===== src/rtl/rx_frame_sequencer.sv =====
// rx_frame_sequencer: receive-side sequencer for one 802.15.4 PPDU at a time.
// Enables the demod/CDR chain, hunts preamble + SFD, parses the PHR and
// hands PSDU bytes to the MAC through a 2-entry valid/ready buffer.
// Optional FCS check (CRC-16/ITU-T, reflected) is built when RX_SEQ_CRC_EN
// is defined; otherwise crc_ok is tied high.
//
// state     | meaning
// IDLE      | chain disabled, waiting for rx_en
// WAIT_LOCK | demod enabled, waiting for CDR lock
// HUNT      | counting preamble zeros, matching the SFD window
// PHR       | collecting the length byte
// PAYLOAD   | collecting PSDU bytes into the buffer
// DRAIN     | all bytes received, waiting for the MAC to take the rest
module rx_frame_sequencer #(
  parameter int         PREAMBLE_MIN_BITS = 8,
  parameter logic [7:0] SFD_PATTERN       = 8'hA7,
  parameter int         MAX_LEN           = 127,
  parameter int         TIMEOUT_CYCLES    = 200000
) (
  input  logic       clk,
  input  logic       reset_n,
  input  logic       rx_en,
  input  logic       bit_valid,
  input  logic       bit_in,
  input  logic       cdr_lock,
  output logic       demod_en,
  output logic [7:0] byte_data,
  output logic       byte_valid,
  input  logic       byte_ready,
  output logic       byte_last,
  output logic [6:0] frame_len,
  output logic       frame_start,
  output logic       frame_done,
  output logic       frame_err,
  output logic [2:0] err_code,
  output logic       crc_ok,
  output logic       busy
);

  typedef enum logic [2:0] {IDLE, WAIT_LOCK, HUNT, PHR, PAYLOAD, DRAIN} state_t;

  localparam int TW = (TIMEOUT_CYCLES > 2) ? $clog2(TIMEOUT_CYCLES) : 1;
`ifdef RX_SEQ_CRC_EN
  localparam logic [7:0] MIN_L8 = 8'd3;   // two FCS bytes plus at least one data byte
`else
  localparam logic [7:0] MIN_L8 = 8'd1;
`endif
  localparam logic [7:0] MAX_L8 = 8'(MAX_LEN);
  localparam logic [7:0] ZR_MIN = 8'(PREAMBLE_MIN_BITS);

  localparam logic [2:0] ERR_NONE = 3'd0, ERR_LEN = 3'd1, ERR_OVF = 3'd2,
                         ERR_LOCK = 3'd3, ERR_TMO = 3'd4;

  state_t          state, state_next;
  logic [7:0]      sr, sr_new, zero_run;
  logic            armed;
  logic [2:0]      bitcnt;
  logic [6:0]      byte_cnt;
  logic [TW-1:0]   tmr;
  logic [8:0]      fifo_mem [2];
  logic            wr_ptr, rd_ptr;
  logic [1:0]      fifo_cnt;
  logic            shift_en, byte_done, push, push_last, pop, ovf, tmo, sfd_hit, len_bad;
  logic [2:0]      err_set;
  logic            start_set, done_set, flush;

  assign sr_new     = {bit_in, sr[7:1]};
  assign shift_en   = bit_valid && (state == HUNT || state == PHR || state == PAYLOAD);
  assign byte_done  = bit_valid && (bitcnt == 3'd7);
  assign sfd_hit    = bit_valid && armed && (bitcnt == 3'd7) && (sr_new == SFD_PATTERN);
  assign len_bad    = ({1'b0, sr_new[6:0]} < MIN_L8) || ({1'b0, sr_new[6:0]} > MAX_L8);
  assign push       = (state == PAYLOAD) && byte_done && cdr_lock;
  assign push_last  = ({1'b0, byte_cnt} + 8'd1) == {1'b0, frame_len};
  assign pop        = byte_valid && byte_ready;
  assign ovf        = push && (fifo_cnt == 2'd2) && !pop;
  // The idle timer only guards bit reception; a stalled MAC in DRAIN is not a timeout.
  assign tmo        = (state == PHR || state == PAYLOAD) && !bit_valid && (tmr == '0);

  assign byte_valid = (fifo_cnt != 2'd0);
  assign byte_data  = fifo_mem[rd_ptr][7:0];
  assign byte_last  = fifo_mem[rd_ptr][8];
  assign busy       = (state != IDLE);

  // State register.
  always_ff @(posedge clk) begin
    if (!reset_n) state <= IDLE;
    else          state <= state_next;
  end

  // Next-state, event and error decisions; lock loss outranks overflow outranks timeout.
  always_comb begin
    state_next = state;
    err_set    = ERR_NONE;
    start_set  = 1'b0;
    done_set   = 1'b0;
    flush      = 1'b0;
    case (state)
      IDLE:      if (rx_en) state_next = WAIT_LOCK;
      WAIT_LOCK: begin
        if (!rx_en)        state_next = IDLE;
        else if (cdr_lock) state_next = HUNT;
      end
      HUNT: begin
        if (!rx_en)         state_next = IDLE;
        else if (!cdr_lock) state_next = WAIT_LOCK;
        else if (sfd_hit)   state_next = PHR;
      end
      PHR: begin
        if (!cdr_lock) begin
          err_set = ERR_LOCK; state_next = WAIT_LOCK;
        end else if (tmo) begin
          err_set = ERR_TMO; state_next = HUNT;
        end else if (byte_done) begin
          if (len_bad) begin
            err_set = ERR_LEN; state_next = HUNT;
          end else begin
            start_set = 1'b1; state_next = PAYLOAD;
          end
        end
      end
      PAYLOAD: begin
        if (!cdr_lock) begin
          err_set = ERR_LOCK; flush = 1'b1; state_next = WAIT_LOCK;
        end else if (ovf) begin
          err_set = ERR_OVF; flush = 1'b1; state_next = HUNT;
        end else if (tmo) begin
          err_set = ERR_TMO; flush = 1'b1; state_next = HUNT;
        end else if (push && push_last) begin
          state_next = DRAIN;
        end
      end
      DRAIN: begin
        if (!cdr_lock) begin
          err_set = ERR_LOCK; flush = 1'b1; state_next = WAIT_LOCK;
        end else if (pop && fifo_cnt == 2'd1) begin
          done_set   = 1'b1;
          state_next = rx_en ? HUNT : IDLE;
        end
      end
      default: state_next = IDLE;
    endcase
  end

  // Registered status outputs and event pulses.
  always_ff @(posedge clk) begin
    if (!reset_n) begin
      demod_en <= 1'b0; frame_start <= 1'b0; frame_done <= 1'b0; frame_err <= 1'b0;
      err_code <= ERR_NONE; frame_len <= 7'd0;
    end else begin
      demod_en    <= (state_next != IDLE);
      frame_start <= start_set;
      frame_done  <= done_set;
      frame_err   <= (err_set != ERR_NONE);
      if (err_set != ERR_NONE) err_code <= err_set;
      else if (start_set)      err_code <= ERR_NONE;
      if (start_set) frame_len <= sr_new[6:0];
    end
  end

  // Bit shifter, preamble/SFD hunt and bit/byte counters.
  always_ff @(posedge clk) begin
    if (!reset_n) begin
      sr <= 8'd0; zero_run <= 8'd0; armed <= 1'b0; bitcnt <= 3'd0; byte_cnt <= 7'd0;
    end else begin
      if (shift_en) sr <= sr_new;
      if (start_set)  byte_cnt <= 7'd0;
      else if (push)  byte_cnt <= byte_cnt + 7'd1;
      if (state_next != state) begin
        zero_run <= 8'd0; armed <= 1'b0; bitcnt <= 3'd0;
      end else if (bit_valid) begin
        case (state)
          HUNT: begin
            zero_run <= bit_in ? 8'd0 : ((zero_run == 8'hFF) ? zero_run : zero_run + 8'd1);
            // Bits inside a failed SFD window never arm a new one.
            if (armed) begin
              bitcnt <= bitcnt + 3'd1;
              if (bitcnt == 3'd7) armed <= 1'b0;
            end else if (bit_in && zero_run >= ZR_MIN) begin
              armed <= 1'b1; bitcnt <= 3'd1;
            end
          end
          PHR, PAYLOAD: bitcnt <= bitcnt + 3'd1;
          default: ;
        endcase
      end
    end
  end

  // Idle down-counter: reloaded on entry to PHR/PAYLOAD and on every bit.
  always_ff @(posedge clk) begin
    if (!reset_n) tmr <= '0;
    else if ((state_next == PHR || state_next == PAYLOAD) && (state_next != state || bit_valid))
      tmr <= TW'(TIMEOUT_CYCLES - 1);
    else if (tmr != '0)
      tmr <= tmr - 1'b1;
  end

  // Two-entry byte buffer; simultaneous push and pop are both honoured when full.
  always_ff @(posedge clk) begin
    if (!reset_n) begin
      fifo_mem[0] <= 9'd0; fifo_mem[1] <= 9'd0;
      wr_ptr <= 1'b0; rd_ptr <= 1'b0; fifo_cnt <= 2'd0;
    end else if (flush) begin
      wr_ptr <= 1'b0; rd_ptr <= 1'b0; fifo_cnt <= 2'd0;
    end else begin
      if (push) begin
        fifo_mem[wr_ptr] <= {push_last, sr_new};
        wr_ptr <= ~wr_ptr;
      end
      if (pop) rd_ptr <= ~rd_ptr;
      fifo_cnt <= fifo_cnt + {1'b0, push} - {1'b0, pop};
    end
  end

`ifdef RX_SEQ_CRC_EN
  logic [15:0] crc, crc_nx;
  assign crc_nx = {1'b0, crc[15:1]} ^ ((crc[0] ^ bit_in) ? 16'h8408 : 16'h0000);

  // FCS accumulator over every PSDU bit; a correct FCS leaves a zero remainder.
  always_ff @(posedge clk) begin
    if (!reset_n) begin
      crc <= 16'd0; crc_ok <= 1'b1;
    end else begin
      if (start_set) crc <= 16'd0;
      else if (state == PAYLOAD && bit_valid && cdr_lock) crc <= crc_nx;
      if (push && push_last) crc_ok <= (crc_nx == 16'd0);
    end
  end
`else
  assign crc_ok = 1'b1;
`endif

endmodule


===== config.mk =====
export PLATFORM = sky130hd
export DESIGN_NAME = rx_frame_sequencer
export DESIGN_NICKNAME = d
export VERILOG_FILES = /design/src/rtl/rx_frame_sequencer.sv
export SDC_FILE = /design/constraint.sdc
export NUM_CORES = 1
export LEC_CHECK = 0
export CORE_UTILIZATION = 45
export DETAILED_ROUTE_END_ITERATION = 10
export GPL_TIMING_DRIVEN = 0
export SYNTH_ARGS = -nofsm -noshare
export SYNTH_HDL_FRONTEND = slang
export SYNTH_SLANG_ARGS = --single-unit

===== constraint.sdc =====
create_clock -name clk -period 9.6 [get_ports clk]
set_clock_uncertainty 0.15 [all_clocks]
set_input_delay 1.92 -clock clk [delete_from_list [all_inputs] [get_ports clk]]
set_output_delay 1.92 -clock clk [all_outputs]
set_load 0.03 [all_outputs]

== Word-level counts from Yosys, hierarchy flattened ==
Memory sizes are Yosys's and may differ from the RTL's. A register that Yosys moved wholly into a read port is not among the register bits.
Cells that the tools add are included.
Storage, ports and cells
  register bits after elaboration: 66
  bits in writable memories: 18
  input bits: 7
  output and inout port bits: 26
  word-level logic and storage cells: 149
  memories: 1
Operators by class
  $add $sub $neg: 7
  order comparisons: 2
  equal/unequal tests: 16
  mux-type cells: 60
  bitwise gates (word level): 3
  reductions and logical operators: 43
Memories
  fifo_mem: words 2, width 9, rd ports 1, clocked after memory_dff 1, wr ports 2, line 60  | logic [8:0] fifo_mem [2];
Operators with widths (number)
  3-bit 2-to-1 mux: 25
  18-bit 2-to-1 mux: 2
  1-bit 2-to-1 mux: 24
  18-bit zero test: 1
  3-bit case mux with 6 select lines: 1
  18-bit nonzero test: 1
  18-bit by 1-bit subtractor with 18-bit output, second input constant: 1
  8-bit == test, second input constant: 2
  1-bit logical AND: 16
  8-bit 2-to-1 mux: 2
  3-bit == test, second input constant: 4
  2-bit OR reduction: 5
  3-bit by 2-bit == test with 1-bit output, second input constant: 3
  9-bit 2-to-1 mux: 1
  3-bit case mux with 3 select lines: 1
  3-bit AND reduction: 3
  3-bit nonzero test: 3
  9-bit OR reduction: 1
  7-bit by 1-bit adder with 8-bit output, second input constant: 1
  8-bit by 1-bit adder with 8-bit output, second input constant: 1
  8-bit by 7-bit == test with 1-bit output: 1
  8-bit by 4-bit greater-or-equal comparator with 1-bit output, second input constant: 1
  2-bit nonzero test: 4
  7-bit by 1-bit adder with 7-bit output, second input constant: 1
  other kinds (18): 26

== Longest topological paths before layout ==
  word-level depth: 14
  mapped depth: 12
  depth with buffers taken out: 10

== Worst setup path before layout ==
No wires, ideal clock.
  kind: input to register
  start point: input bit_valid
  end point: memory fifo_mem[0][0] (enable)
  setup time: 0.311 ns
  arrival time: 3.706 ns
  data required time: 9.139 ns
  slack: 5.433 ns
  stages on the path: 8
  cells stage by stage: clkbuf_1 > and2_1 > clkbuf_1 > nand4_1 > o211a_1 > o21ai_1 > nor3_1 > nand2b_1
RTL lines
  start, declared: line 23  | input logic bit_valid,
  end, declared: line 60

==> flow_metrics.py <==
metrics = {
    "sta": {
        "whs_ns": 0.312,
        "tns_ns": 0,
        "rsz0062_at_grt": "no",
        "max_slew_margin_pct": 37.5,
        "hold_viol": 0,
        "maxSlewViolCount": 0,
        "finalCritPeriodShare_pct": 51.7,
        "finalSetupViolCount": 0,
        "fmax_mhz": 201,
        "worstMarginPinSlew_ns": 0.931,
        "min_period_ns": 4.96,
    },
    "detailed_routing": {
        "drcViolationCount": 0,
        "vias_per_cell": 5.40,
        "routedWlPerCell_um": 14.5,
        "dr.pass1.iters": 5,
        "dr.first_iter.drc_count": 169,
        "ant_nets": 0,
        "routed_wl_mm": 9.25,
        "vias": 3449,
    },
    "clocking": {
        "cts_buffer_depth": 2,
        "hold_buffers": 0,
        "postCtsSetupBuffers": 0,
        "cts_root_buf": "clkbuf_8",
        "clk_latency_ns": 0.35,
        "clock-sinks": 84,
        "cts_tree": "yes",
        "cts_resized": 0,
        "cts-buffers-inserted": 9,
        "clkTransAtPathRegs_ns": 0.08,
        "htreeDepth": 3,
    },
    "setup_path": {
        "crit_start": "cdr_lock",
        "path_max_fanout": 10,
        "reg2reg_from": "tmr[2]",
        "endpoint_kind": "flop",
        "cp_data_required_time_ns": 9.45,
        "setup.worst_path.class": "primary input to flop",
        "reg2reg_slack_ns": 5.77,
        "start_kind": "primary input",
        "critPathArrivalTime_ns": 4.81,
    },
    "logic_synthesis": {
        "synthArstFlopShare_pct": 0,
        "avgSynthCellArea_um2": 9.17,
        "yosysMostFrequentCell": "dfxtp_1",
        "ys_warn_count": 0,
        "synth_top_cell_area_share_pct": 30.9,
        "synth-seq-area-share_pct": 43.6,
        "yosys.cell_types.count": 64,
        "synthesis.area_mm2": 0.00427,
        "synth_edf_count": 18,
        "ys.flop_type": "dfxtp_1",
        "ys_top_cells_by_area": "dfxtp_1 31%, edfxtp_1 13%, xnor2_1 3.9%",
        "syn_nets": 482,
        "yosysTopAreaCell": "dfxtp_1",
        "synth-seq-cells": 84,
        "syn_inst": 466,
        "synth_common_cells": "66 x dfxtp_1, 43 x nor2_1, 36 x nand2_1",
    },
    "pwr": {
        "power.density_mw_per_mm2": 198,
        "p_leak_nw": 1.86,
        "ir_drop_mv": 0.152,
    },
    "floorplanning": {
        "die_area_mm2": 0.00989,
        "die_height_um": 99.4,
        "core_area_mm2": 0.00924,
        "num_rows": 35,
        "start_util_pct": 46.2,
        "die_w_um": 99.4,
        "io_pins": 33,
    },
    "placement": {
        "numPortBuffers": 28,
        "place_hpwl_mm": 6.64,
        "gp_congestion": 0.871,
    },
    "status": {
        "status": "finished clean",
    },
    "layout": {
        "multi_input_area_mm2": 0.00226,
        "fin_nets": 521,
        "area_growth_pct": 15.4,
        "seq_area_mm2": 0.00186,
        "fillCellCount": 857,
        "drive_gt1_share_pct": 8.04,
        "n_antenna_cell": 0,
    },
    "job": {
        "cap_viol_max_count": 0,
    },
    "global_route": {
        "grt_max_degree": 15,
        "grt_usage_pct": 20.2,
        "overflow": 0,
        "antenna_found_initial": 0,
        "grt_pass1_wl_mm": 15.7,
        "grt_pass1_vias": 3261,
    },
    "min_path": {
        "hp-start": "err_code[0]",
        "min_path_type": "flop to flop",
    },
}
-- worst paths after layout --
check                   endpoint  cells after the start
setup reg to reg  fifo_mem[0][8]                      7
setup / recovery  fifo_mem[0][8]                      6
hold / removal       err_code[0]                      2
hold reg to reg      err_code[0]                      2
-- stage by stage --
step	util, %	std cells	instance area, um^2	setup WS, ns	total power, W
after floorplan	-	466	4270	5.43	0.000654
after global placement	51.0	623	4710	4.23	0.000702
after detailed placement	51.0	623	4710	4.19	0.000708
after CTS	53.4	639	4930	4.57	0.000982
after global routing	53.4	639	4930	4.39	0.00104
final	53.4	639	4930	4.64	0.000974
-- flip-flops by register name, summed over array words and instances (netlist names), 2 cells and up, named ones only --
| signal | count |
|---|---|
| bitcnt | 3 |
| byte_cnt | 7 |
| err_code | 3 |
| fifo_cnt | 2 |
| fifo_mem | 18 |
| frame_len | 7 |
| sr | 7 |
| state | 3 |
| tmr | 18 |
| zero_run | 8 |
-- cell type report --
cell class | instances | area share [%]
sequential | 84 | 37.8
multi-input combinational | 345 | 45.8
inverter | 15 | 1.14
timing repair buffer | 28 | 5.69
buffer | 22 | 1.95
clock buffer | 9 | 2.51
tap | 129 | 3.27
clock inverter | 7 | 1.85
-- layer usage --
layer  track usage [%]  routed length (um)
met1              26.4                4410
met2              33.3                4350
met3              3.58                 333
met4              7.69                 161
met5                 0                   0
-- power breakdown --
group	switching [W]	total (W)	internal, W
Clock	0.000127	0.000273	0.000146
Sequential	0.0000364	0.000436	0.000399
Combinational	0.000143	0.000266	0.000123
-- logic make-up after synthesis --
| group | share of synthesized area (%) |
|---|---|
| XOR/XNOR | 7.38 |
| adder cells (fa/ha/maj) | 2.64 |
| flip-flops | 43.6 |
| AO/OA/AOI/OAI | 11.2 |
| other | 0.0878 |
| buffers and inverters | 3.57 |
| AND/OR/NAND/NOR | 26.8 |
| multiplexers | 4.74 |
-- placed cells by master (no fill, tap or decap), types with 3 or more instances in the layout --
master,count
a21oi_1,17
a31oi_1,8
and2_1,21
and3_1,4
and3b_1,3
clkbuf_1,17
clkbuf_8,9
clkdlybuf4s50_1,28
dfxtp_1,66
edfxtp_1,18
ha_1,9
inv_1,15
mux2_2,10
mux2i_1,9
nand2_1,36
nand2b_1,9
nand3_1,18
nand4_1,6
nor2_1,43
nor2b_1,6
nor3_1,21
nor3b_1,4
nor4_1,15
o21a_1,11
o21ai_0,7
o22ai_1,4
or3_1,3
or4_1,4
or4_4,3
xnor2_1,19
xor2_1,17
-- critical path, stage by stage --
cell and delay (ns):
clkdlybuf4s50_1 0.64, clkbuf_1 0.39, nand3_1 0.21, clkbuf_1 0.34, nor3_1 0.79, nand2b_1 0.52
Note: power is estimated with default switching activity, not from simulation.
